<file path="src/rtl/key_cmd_pkg.sv">
// key_cmd_pkg: command encodings, scan codes and the scan-code decoder shared by the key queue.
package key_cmd_pkg;
  localparam int NUM_CMDS = 7;
  localparam logic [2:0] CMD_UP = 3'd0;
  localparam logic [2:0] CMD_DW = 3'd1;
  localparam logic [2:0] CMD_LF = 3'd2;
  localparam logic [2:0] CMD_RT = 3'd3;
  localparam logic [2:0] CMD_PS = 3'd4;
  localparam logic [2:0] CMD_HF = 3'd5;
  localparam logic [2:0] CMD_VF = 3'd6;
  localparam logic [7:0] SC_UP = 8'h1D;
  localparam logic [7:0] SC_DW = 8'h1B;
  localparam logic [7:0] SC_LF = 8'h1C;
  localparam logic [7:0] SC_RT = 8'h23;
  localparam logic [7:0] SC_PS = 8'h4D;
  localparam logic [7:0] SC_HF = 8'h33;
  localparam logic [7:0] SC_VF = 8'h2A;
  // Returns {hit, cmd}; extended codes never hit.
  function automatic logic [3:0] decode_key(input logic [8:0] code);
    logic [7:0] s;
    s = code[7:0];
    return code[8]   ? 4'b0 :
           s == SC_UP ? {1'b1, CMD_UP} :
           s == SC_DW ? {1'b1, CMD_DW} :
           s == SC_LF ? {1'b1, CMD_LF} :
           s == SC_RT ? {1'b1, CMD_RT} :
           s == SC_PS ? {1'b1, CMD_PS} :
           s == SC_HF ? {1'b1, CMD_HF} :
           s == SC_VF ? {1'b1, CMD_VF} : 4'b0;
  endfunction
endpackage

</file>
<file path="src/rtl/key_cmd_queue_fifo.sv">
// cmd_fifo: generic synchronous FIFO with flush; a push into a full FIFO is accepted only alongside a pop.
module cmd_fifo #(
  parameter int WIDTH = 3,
  parameter int DEPTH = 4
) (
  input  logic                     clk,
  input  logic                     rst,
  input  logic                     clr,
  input  logic                     push,
  input  logic                     pop,
  input  logic [WIDTH-1:0]         din,
  output logic                     full,
  output logic                     empty,
  output logic [WIDTH-1:0]         head,
  output logic [$clog2(DEPTH):0]   count
);
  localparam int AW = $clog2(DEPTH);
  localparam int CW = AW + 1;
  logic [WIDTH-1:0] mem [DEPTH];
  logic [AW-1:0] rd_ptr, wr_ptr;
  logic do_push, do_pop;
  assign full    = count == CW'(DEPTH);
  assign empty   = count == '0;
  assign do_pop  = pop && !empty;
  assign do_push = push && (!full || do_pop);
  assign head    = mem[rd_ptr];
  always_ff @(posedge clk or negedge rst) begin
    if (!rst) begin
      rd_ptr <= '0;
      wr_ptr <= '0;
      count  <= '0;
      for (int i = 0; i < DEPTH; i++) mem[i] <= '0;
    end else if (clr) begin
      rd_ptr <= '0;
      wr_ptr <= '0;
      count  <= '0;
    end else begin
      if (do_push) begin
        mem[wr_ptr] <= din;
        wr_ptr      <= wr_ptr + 1'b1;
      end
      if (do_pop) rd_ptr <= rd_ptr + 1'b1;
      count <= count + CW'(do_push) - CW'(do_pop);
    end
  end
endmodule

</file>
<file path="src/rtl/key_cmd_queue.sv">
// key_cmd_queue: maps scan codes to display commands, suppresses typematic repeats
// with a held bitmap, and queues one-shot commands for the address generator.
module key_cmd_queue
  import key_cmd_pkg::*;
#(
  parameter int DEPTH = 4
) (
  input  logic       clk,
  input  logic       rst,
  input  logic       key_valid,
  input  logic [8:0] last_change,
  input  logic       key_make,
  input  logic       clear,
  output logic       cmd_valid,
  output logic [2:0] cmd,
  input  logic       cmd_ready,
  output logic       overflow
);
  logic [NUM_CMDS-1:0] held;
  logic [3:0] dec;
  logic [2:0] kc;
  logic hit, push_req, push, pop, full, empty;
  logic [$clog2(DEPTH):0] fifo_count;
  assign dec       = decode_key(last_change);
  assign kc        = dec[2:0];
  assign hit       = key_valid && dec[3];
  assign push_req  = hit && key_make && !held[kc];
  assign push      = push_req && !clear;
  assign pop       = cmd_ready && !empty && !clear;
  assign cmd_valid = |fifo_count;
  cmd_fifo #(.WIDTH(3), .DEPTH(DEPTH)) u_fifo (
    .clk(clk), .rst(rst), .clr(clear), .push(push), .pop(pop), .din(kc),
    .full(full), .empty(empty), .head(cmd), .count(fifo_count)
  );
  // Held survives clear so a still-pressed key is not re-queued by its repeats.
  always_ff @(posedge clk or negedge rst) begin
    if (!rst) held <= '0;
    else if (hit) held[kc] <= key_make;
  end
  always_ff @(posedge clk or negedge rst) begin
    if (!rst) overflow <= 1'b0;
    else if (clear) overflow <= 1'b0;
    else if (push_req && full && !pop) overflow <= 1'b1;
  end
endmodule
</file>
<file path="config.mk">
export PLATFORM = sky130hd
export DESIGN_NAME = key_cmd_queue
export DESIGN_NICKNAME = d
export VERILOG_FILES = /design/src/rtl/key_cmd_pkg.sv /design/src/rtl/key_cmd_queue_fifo.sv /design/src/rtl/key_cmd_queue.sv
export SDC_FILE = /design/constraint.sdc
export NUM_CORES = 1
export LEC_CHECK = 0
export CAP_MARGIN = 5
export CORE_UTILIZATION = 45
export CTS_BUF_LIST = sky130_fd_sc_hd__clkbuf_8
export DETAILED_ROUTE_END_ITERATION = 10
export GPL_TIMING_DRIVEN = 0
export PLACE_DENSITY = 0.76
export SLEW_MARGIN = 20
export SYNTH_ARGS = -nofsm -noshare
export SYNTH_HDL_FRONTEND = slang
export SYNTH_HIERARCHICAL = 1
export SYNTH_SLANG_ARGS = --single-unit
</file>
<file path="constraint.sdc">
create_clock -name clk -period 4 [get_ports clk]
set_input_delay 0.4 -clock clk [delete_from_list [all_inputs] [get_ports clk]]
set_output_delay 0.4 -clock clk [all_outputs]
set_load 0.01 [all_outputs]
</file>
* Yosys cells after proc, flatten, opt, wreduce, memory -nomap -nowiden
Cells that the tools add are included.
Storage, ports and cells: register bits 27, bits of input ports 15, output and inout bits 5, word-level logic and storage cells 79
Operators by class: $add $sub $neg 4, $lt $le $gt $ge 5, equality and inequality tests 8, mux-type cells 26, bitwise logic cells 3, reduce and logical (&&, ||, !) cells 24
Operators with widths (number):
- 4-bit 2-to-1 mux | 8
- 8-bit by 5-bit equality test with 1-bit output, second input constant | 3
- 8-bit by 6-bit equality test with 1-bit output, second input constant | 3
- 12-bit bitwise mux | 1
- 1-bit logical AND | 12
- 3-bit 2-to-1 mux | 4
- 8-bit by 7-bit equality test with 1-bit output, second input constant | 1
- 2-bit 2-to-1 mux | 4
- 7-bit bitwise mux | 1
- 3-bit binary-select mux with 2-bit select | 1
- 3-bit demux with 2-bit select | 1
- 3-bit >= comparator, second input constant | 2
- 2-bit inverter with 3-bit output | 2
- 2-bit nonzero test | 3
- 1-bit logical NOT | 5
- 2-bit by 1-bit adder with 2-bit output, second input constant | 2
- 3-bit by 4-bit < comparator with 1-bit output, second input constant | 1
- 1-bit 2-to-1 mux | 4
- 3-bit by 1-bit adder with 3-bit output | 1
- 1-bit binary-select mux with 3-bit select | 1
- 1-bit demux with 3-bit select | 1
- 3-bit equality test, second input constant | 1
- 3-bit by 1-bit >= comparator with 1-bit output, second input constant | 1
- 3-bit logical NOT | 1
- 6 further kinds | 6

* Depth between registers and ports, before layout
Gate-level depths: netlist (run 1).
depth after elaboration 18, depth in mapped cells 17, gate-level depth less buffers 16

* Hierarchy
Netlist (run 1), hierarchy kept.
By module, submodules not included:
- cmd_fifo | instances 1, cells an instance 77, area each 1012.2 um^2, seq. area each 475.5 um^2
- key_cmd_queue | instances 1, cells an instance 81, area each 734.5 um^2, seq. area each 200.2 um^2

* Least setup slack after synthesis (run 1)
No wires, ideal clock.
kind input to register, start input port last_change[3], end register u_fifo.count[2], data arrival time 3.555 ns, data required time 3.914 ns, path slack 0.359 ns, cell stages on the path 17, path buffers 1, cells stage by stage clkbuf_1 nand3b_1 a2111oi_4 mux2i_1 or3_1 o21ai_0 nor2_1 and2b_2 inv_1 ha_1 inv_1 ha_1 inv_1 fa_1 xor2_1 and2_1 nor3_1
RTL lines:
- start: declaration | RTL line key_cmd_queue.sv:11 | input logic [8:0] last_change,
- 8-bit by 6-bit equality test with 1-bit output | RTL line key_cmd_pkg.sv:28 | s == SC_HF ? {1'b1, CMD_HF} :
- 4-bit 2-to-1 mux | RTL line key_cmd_pkg.sv:28
- 4-bit 2-to-1 mux | RTL line key_cmd_pkg.sv:27 | s == SC_PS ? {1'b1, CMD_PS} :
- 4-bit 2-to-1 mux | RTL line key_cmd_pkg.sv:26 | s == SC_RT ? {1'b1, CMD_RT} :
- 4-bit 2-to-1 mux | RTL line key_cmd_pkg.sv:25 | s == SC_LF ? {1'b1, CMD_LF} :
- 4-bit 2-to-1 mux | RTL line key_cmd_pkg.sv:24 | s == SC_DW ? {1'b1, CMD_DW} :
- 4-bit 2-to-1 mux * | RTL line key_cmd_pkg.sv:23 | s == SC_UP ? {1'b1, CMD_UP} :
- 4-bit 2-to-1 mux * | RTL line key_cmd_pkg.sv:22 | return code[8] ? 4'b0 :
- net dec[0] | RTL line key_cmd_queue.sv:20 | logic [3:0] dec;
- [... 2 more ...]
- 1-bit logical NOT * | RTL line key_cmd_queue.sv:27 | assign push_req = hit && key_make && !held[kc];
- 1-bit logical AND * | RTL line key_cmd_queue.sv:27
- 1-bit logical AND * | RTL line key_cmd_queue.sv:28 | assign push = push_req && !clear;
- net push | RTL line key_cmd_queue.sv:22 | logic hit, push_req, push, pop, full, empty;
- 1-bit logical AND * | RTL line key_cmd_queue_fifo.sv:25 | assign do_push = push && (!full || do_pop);
- 3-bit by 1-bit adder with 3-bit output * | RTL line key_cmd_queue_fifo.sv:43 | count <= count + CW'(do_push) - CW'(do_pop);
- 3-bit by 1-bit subtractor with 3-bit output * | RTL line key_cmd_queue_fifo.sv:43
- 3-bit 2-to-1 mux * | RTL line key_cmd_queue_fifo.sv:33 | end else if (clr) begin
- end signal: assignment | RTL line key_cmd_queue_fifo.sv:43
- end: declaration | RTL line key_cmd_queue_fifo.sv:15 | output logic [$clog2(DEPTH):0] count
The timed path passes the listed nets; every way through them passes the cells marked *. The select of a mux whose other input is x is not followed. A chain may end at the register's enable or synchronous reset.

* Worst setup path in the final report (run 1)
start input port last_change[7], end register u_fifo.count[2]
The elaborated chain is that of the path after synthesis.

==> flow_summary.json, run 1 <==
{
  "cp_max_fo": 6,
  "clk_latency_ns": 0.27,
  "drc": 0,
  "tritoncts": "built",
  "status": "complete, no violations",
  "hpwl_microns": 2810,
  "numCtsBuffers": 3,
  "die_area_sq_um": 4130,
  "crit_type": "in -> reg",
  "io_buffer_count": 17,
  "instances_no_fill": 232,
  "die_h_microns": 64.3,
  "ys.flop_type": "dfrtp_1",
  "antenna_found_initial": 0,
  "period_share": 0.909,
  "cts-hold-fix-buffers": 0,
  "grt_overflow_total": 0,
  "max_slew_margin": 0.606,
  "netlist_area_sq_um": 1750,
  "via_per_inst": 5.89,
  "peakVddDrop_mv": 0.158,
  "gp_routability_congestion": 0.825,
  "dr.pass1.iters": 4,
  "chipWidth_microns": 64.3,
  "avgSynthCellArea_sq_um": 11.1,
  "end_kind": "flop",
  "nets": 207,
  "drt-initial-drc-count": 60,
  "clk_pin_slew_worst_paths_ns": 0.10,
  "start_kind": "input port",
  "fmax_mhz": 275,
  "worstPathArrival_ns": 3.83,
  "cp.required_ns": 4.20,
  "path_cells": "dlymetal6s2s_1 -> or4b_4 -> a2111oi_4 -> buf_6 -> mux2i_2 -> or3_1 -> o21ai_0 -> nor2_2 -> and2b_2 -> inv_1 -> ha_1 -> inv_1 -> ha_1 -> inv_1 -> fa_1 -> xor2_1 -> and2_1 -> nor3_1",
  "setup_viol": 0,
  "ys.warnings.count": 6,
  "synth_cell_types": 44,
  "netlist_instances": 158,
  "power.leakage_nw": 0.975,
  "place_worst_setup_slack_ns": -0.609,
  "diodes": 0,
  "grt_max_degree": 28,
  "ioPinCount": 20,
  "grt_pass1_vias": 1445,
  "grt_pass1_wl_microns": 6490,
  "start_util": 0.474,
  "wl_per_cell_microns": 16.3,
  "finalMaxSlewViolations": 0,
  "finalHoldViolations": 0,
  "ys_seq_area_frac": 0.387,
  "fin_crit_ns": 3.64,
  "tns_ns": 0,
  "final_util": 0.564,
  "postRouteAntennaNets": 0,
  "holdCritPathClass": "in -> async",
  "crit_family": "simple AND/OR/NAND/NOR gates",
  "via_count": 1366,
  "synth_edf_count": 0,
  "row_count": 22,
  "cap_violations": 0,
  "dp_cells": 223,
  "powerDensity_nw_per_um2": 233,
  "cts_sinks": 27,
  "fin_worst_skew_ns": 0.00822,
  "path_buf_inv": 5,
  "fillers": 333,
  "cp_slowest_stage_delay_ns": 0.60,
  "synthToLayoutAreaGrowth_pct": 19.1,
  "htreeDepth": 1,
  "clockBufferDepth": 2,
  "cpMostUsedCell": "inv_1",
  "fin_ws_ns": 0.365,
  "grt_usage": 0.201,
  "ys_async_sr_fraction": 1.00,
  "syn_nets": 180,
  "drive_gt1_frac": 0.201,
  "critical-path-slowest-cell": "or4b_4",
  "tightest_slew_ns": 0.591,
  "wirelength_microns": 3770,
  "synth_seq_cells": 27,
  "cts_root_buf": "clkbuf_8",
  "rsz0062_at_grt": "no",
  "coreArea_sq_um": 3690
}
## through the flow
step	total power, mW	hold slack (ns)	cell area (sq um)
floorplan	0.303	0.104	1750
CTS	0.492	0.135	2050
detailed placement	0.332	0.448	1970
finish	0.485	0.113	2080
global placement	0.330	0.466	1980
global route	0.508	0.148	2080
## layout make-up
cell class,count,area [sq um],share of cell area
buffer,4,15.0,0.00722
clock buffer,3,41.3,0.0198
clock inverter,1,7.51,0.00361
inverter,10,37.5,0.0180
multi-input combinational,117,1020,0.492
sequential,27,676,0.325
tap,48,60.1,0.0289
timing repair buffer,22,219,0.105
## final timing paths
path	from	end	slack (ns)	cells after the start
max in group asynchronous	rst	u_fifo/mem[0]$_DFFE_PN0P_	3.49	1
setup reg to reg	u_fifo/count[1]$_DFF_PN0_	u_fifo/count[2]$_DFF_PN0_	0.76	14
min in group clk	u_fifo/mem[7]$_DFFE_PN0P_	u_fifo/mem[7]$_DFFE_PN0P_	0.49	1
hold reg to reg	u_fifo/mem[7]$_DFFE_PN0P_	u_fifo/mem[7]$_DFFE_PN0P_	0.49	1
hold / removal	rst	u_fifo/count[2]$_DFF_PN0_	0.11	1
setup / recovery	last_change[7]	u_fifo/count[2]$_DFF_PN0_	0.36	18
## metal layers
metal  vias up  GRT usage  wire (microns)
met3         8     0.0304             151
met5         -          0               0
met4         0      0.103             112
met1       673      0.247            1560
li1        632          -               -
met2        53      0.339            1950
## synthesized netlist by cell type, types with 2 or more instances
cell type / number / area [sq um]
nor4bb_1: 3 / 30.0
o21ai_0: 3 / 15.0
xor2_1: 3 / 26.3
and2_1: 2 / 12.5
nor3_1: 3 / 15.0
or3_1: 4 / 25.0
mux2_2: 11 / 124
mux2_1: 9 / 101
and4bb_2: 4 / 50.1
nand3_1: 4 / 20.0
mux2i_1: 3 / 30.0
dfrtp_1: 27 / 676
nor3b_1: 2 / 15.0
a21oi_1: 4 / 20.0
nand3b_1: 2 / 15.0
mux4_2: 3 / 67.6
ha_1: 6 / 75.1
and3b_1: 2 / 17.5
clkbuf_1: 4 / 15.0
inv_1: 10 / 37.5
a31o_2: 2 / 17.5
nand2_1: 10 / 37.5
nor2_1: 10 / 37.5
o2111ai_1: 2 / 17.5
nand2b_1: 6 / 37.5
## repair_timing
item / in CTS / in global routing
setup endpoints to repair: 2 / 1
pin swaps: 2 / 0
gates resized for setup: 1 / 7
buffers inserted: 4 / 1
## sequential cells by signal (all words and copies together) (netlist names)
name / cells
u_fifo/mem: 12
held: 7
u_fifo/rd_ptr: 2
u_fifo/count: 3
u_fifo/wr_ptr: 2
overflow: 1
## layout by cell type, fill, tap and decap left out, types with 5 or more instances in the layout
master           synthesis  layout
dfrtp_1                 27      27
inv_1                   10      10
clkdlybuf4s50_1          0      11
mux2_1                   9       9
nand2_1                 10      10
mux2_2                  11      11
ha_1                     6       6
nor2_1                  10       9
nand2b_1                 6       6
dlymetal6s2s_1           0       5
## cells by family after synthesis
logic type               synth area share
AND/OR/NAND/NOR                     0.232
flip-flops                          0.387
multiplexers                        0.185
AO/OA/AOI/OAI                      0.0967
buffers and inverters              0.0301
adder cells (fa/ha/maj)            0.0544
XOR/XNOR                           0.0150
## power breakdown
group          internal (mW)  switching, mW  total [mW]
logic                 0.0228         0.0285      0.0513
registers              0.275        0.00149       0.277
clock network         0.0707         0.0864       0.157
total                  0.369          0.116       0.485
No activity file was read; power rests on OpenSTA's default activity.
==> run 2, diff against run 1 <==
REMOVE_ABC_BUFFERS = 1   (was not set)
==> flow_summary.json, run 2 (synthesis results as in run 1) <==
{
  "powerDensity_nw_per_um2": 231,
  "max_slew_margin": 0.614,
  "gp_routability_congestion": 0.807,
  "largest-register": "u_fifo/mem",
  "fin_ws_ns": 0.293,
  "dp_cells": 221,
  "cts-hold-fix-buffers": 0,
  "postPlaceCellArea_sq_um": 1980,
  "wl_per_cell_microns": 15.4,
  "via_count": 1314,
  "io_buffer_count": 19,
  "cp_max_fo": 6,
  "drive_gt1_frac": 0.193,
  "cp.required_ns": 4.19,
  "nets": 204,
  "fin_worst_skew_ns": 0.00163,
  "die_area_sq_um": 4130,
  "start_util": 0.474,
  "finalMaxSlewViolations": 0,
  "clk_latency_ns": 0.27,
  "coreArea_sq_um": 3690,
  "tritoncts": "built",
  "htreeDepth": 1,
  "row_count": 22,
  "crit_type": "in -> reg",
  "final_cell_mix": "dfrtp_1, mux2_2, clkdlybuf4s50_1",
  "tns_ns": 0,
  "clk_pin_slew_worst_paths_ns": 0.09,
  "fmax_mhz": 270,
  "fin_crit_ns": 3.71,
  "dr.pass1.iters": 4,
  "clockBufferDepth": 2,
  "synthToLayoutAreaGrowth_pct": 18.8,
  "cap_violations": 0,
  "grt_overflow_total": 0,
  "largest_register_ffs": 12,
  "cp_slowest_stage_delay_ns": 0.59,
  "critical-path-slowest-cell": "clkdlybuf4s50_1",
  "instances_no_fill": 229,
  "ioPinCount": 20,
  "setup_viol": 0,
  "path_buf_inv": 6,
  "grt_pass1_wl_microns": 6440,
  "place_worst_setup_slack_ns": -0.549,
  "period_share": 0.927,
  "via_per_inst": 5.74,
  "end_kind": "flop",
  "power.leakage_nw": 0.995,
  "start_kind": "input port",
  "drt-initial-drc-count": 43,
  "postRouteAntennaNets": 0,
  "numCtsBuffers": 3,
  "grt_usage": 0.200,
  "cts_sinks": 27,
  "cts_root_buf": "clkbuf_8",
  "hpwl_microns": 2630,
  "design_area_sq_um": 2070,
  "antenna_found_initial": 0,
  "cpMostUsedCell": "inv_1",
  "holdCritPathClass": "in -> async",
  "grt_max_degree": 28,
  "path_cells": "clkdlybuf4s50_1 -> inv_1 -> a2111oi_4 -> buf_4 -> mux2i_2 -> or3_1 -> o21ai_0 -> nor2_1 -> and2b_2 -> inv_1 -> ha_1 -> inv_1 -> ha_1 -> inv_1 -> fa_1 -> xor2_1 -> and2_1 -> nor3_1",
  "worstPathArrival_ns": 3.89,
  "tightest_slew_ns": 0.579,
  "wirelength_microns": 3520,
  "peakVddDrop_mv": 0.183,
  "chipWidth_microns": 64.3,
  "finalHoldViolations": 0,
  "diodes": 0,
  "rsz0062_at_grt": "no",
  "total_power_mw": 0.479,
  "grt_pass1_vias": 1390,
  "die_h_microns": 64.3,
  "drc": 0,
  "largestRegisters": "u_fifo/mem x12, held x7, u_fifo/count x3",
  "status": "complete, no violations",
  "crit_family": "buffers and inverters",
  "final_common_cell": "dfrtp_1"
}
[run 2: through the flow]
step,util,hold slack [ns]
after floorplan,-,0.104
after CTS,0.557,0.141
after detailed placement,0.536,0.438
after global placement,0.537,0.464
after global routing,0.562,0.165
final,0.562,0.119
[run 2: cell type report]
cell class | count | area (sq um)
Multi-Input combinational cell | 117 | 1020
Tap cell | 48 | 60.1
Sequential cell | 27 | 676
Clock buffer | 3 | 41.3
Clock inverter | 1 | 5.00
Fill cell | 319 | 1610
Inverter | 10 | 37.5
Timing Repair Buffer | 23 | 233
[run 2: repair_timing]
item                                    CTS  global route
pin swaps                                 2             0
endpoints found under the setup margin    2             1
gates resized for setup                   0             8
setup buffers                             4             0
[run 2: per-layer routing]
metal,track usage,share of wire,vias up
li1,-,-,629
met1,0.278,0.45,657
met2,0.320,0.50,24
met3,0.0286,0.032,4
met4,0.0639,0.011,0
met5,0,0,-
[run 2: worst paths after layout]
check / depth (start not counted) / startpoint / to / slack (ns)
max reg2reg: 14 / u_fifo/count[1]$_DFF_PN0_ / u_fifo/count[2]$_DFF_PN0_ / 0.78
min in group clk: 1 / u_fifo/mem[6]$_DFFE_PN0P_ / u_fifo/mem[6]$_DFFE_PN0P_ / 0.49
min: 1 / rst / overflow$_DFFE_PN0P_ / 0.12
min reg2reg: 1 / u_fifo/mem[6]$_DFFE_PN0P_ / u_fifo/mem[6]$_DFFE_PN0P_ / 0.49
max in group asynchronous: 1 / rst / u_fifo/mem[5]$_DFFE_PN0P_ / 3.50
max: 18 / last_change[0] / u_fifo/count[2]$_DFF_PN0_ / 0.29
[run 2: report_power, final]
group	switching (mW)	leakage, nW	internal [mW]
sequential	0.00178	0.377	0.275
combinational	0.0282	0.593	0.0233
clock	0.0815	0.0255	0.0697
total	0.111	0.995	0.368
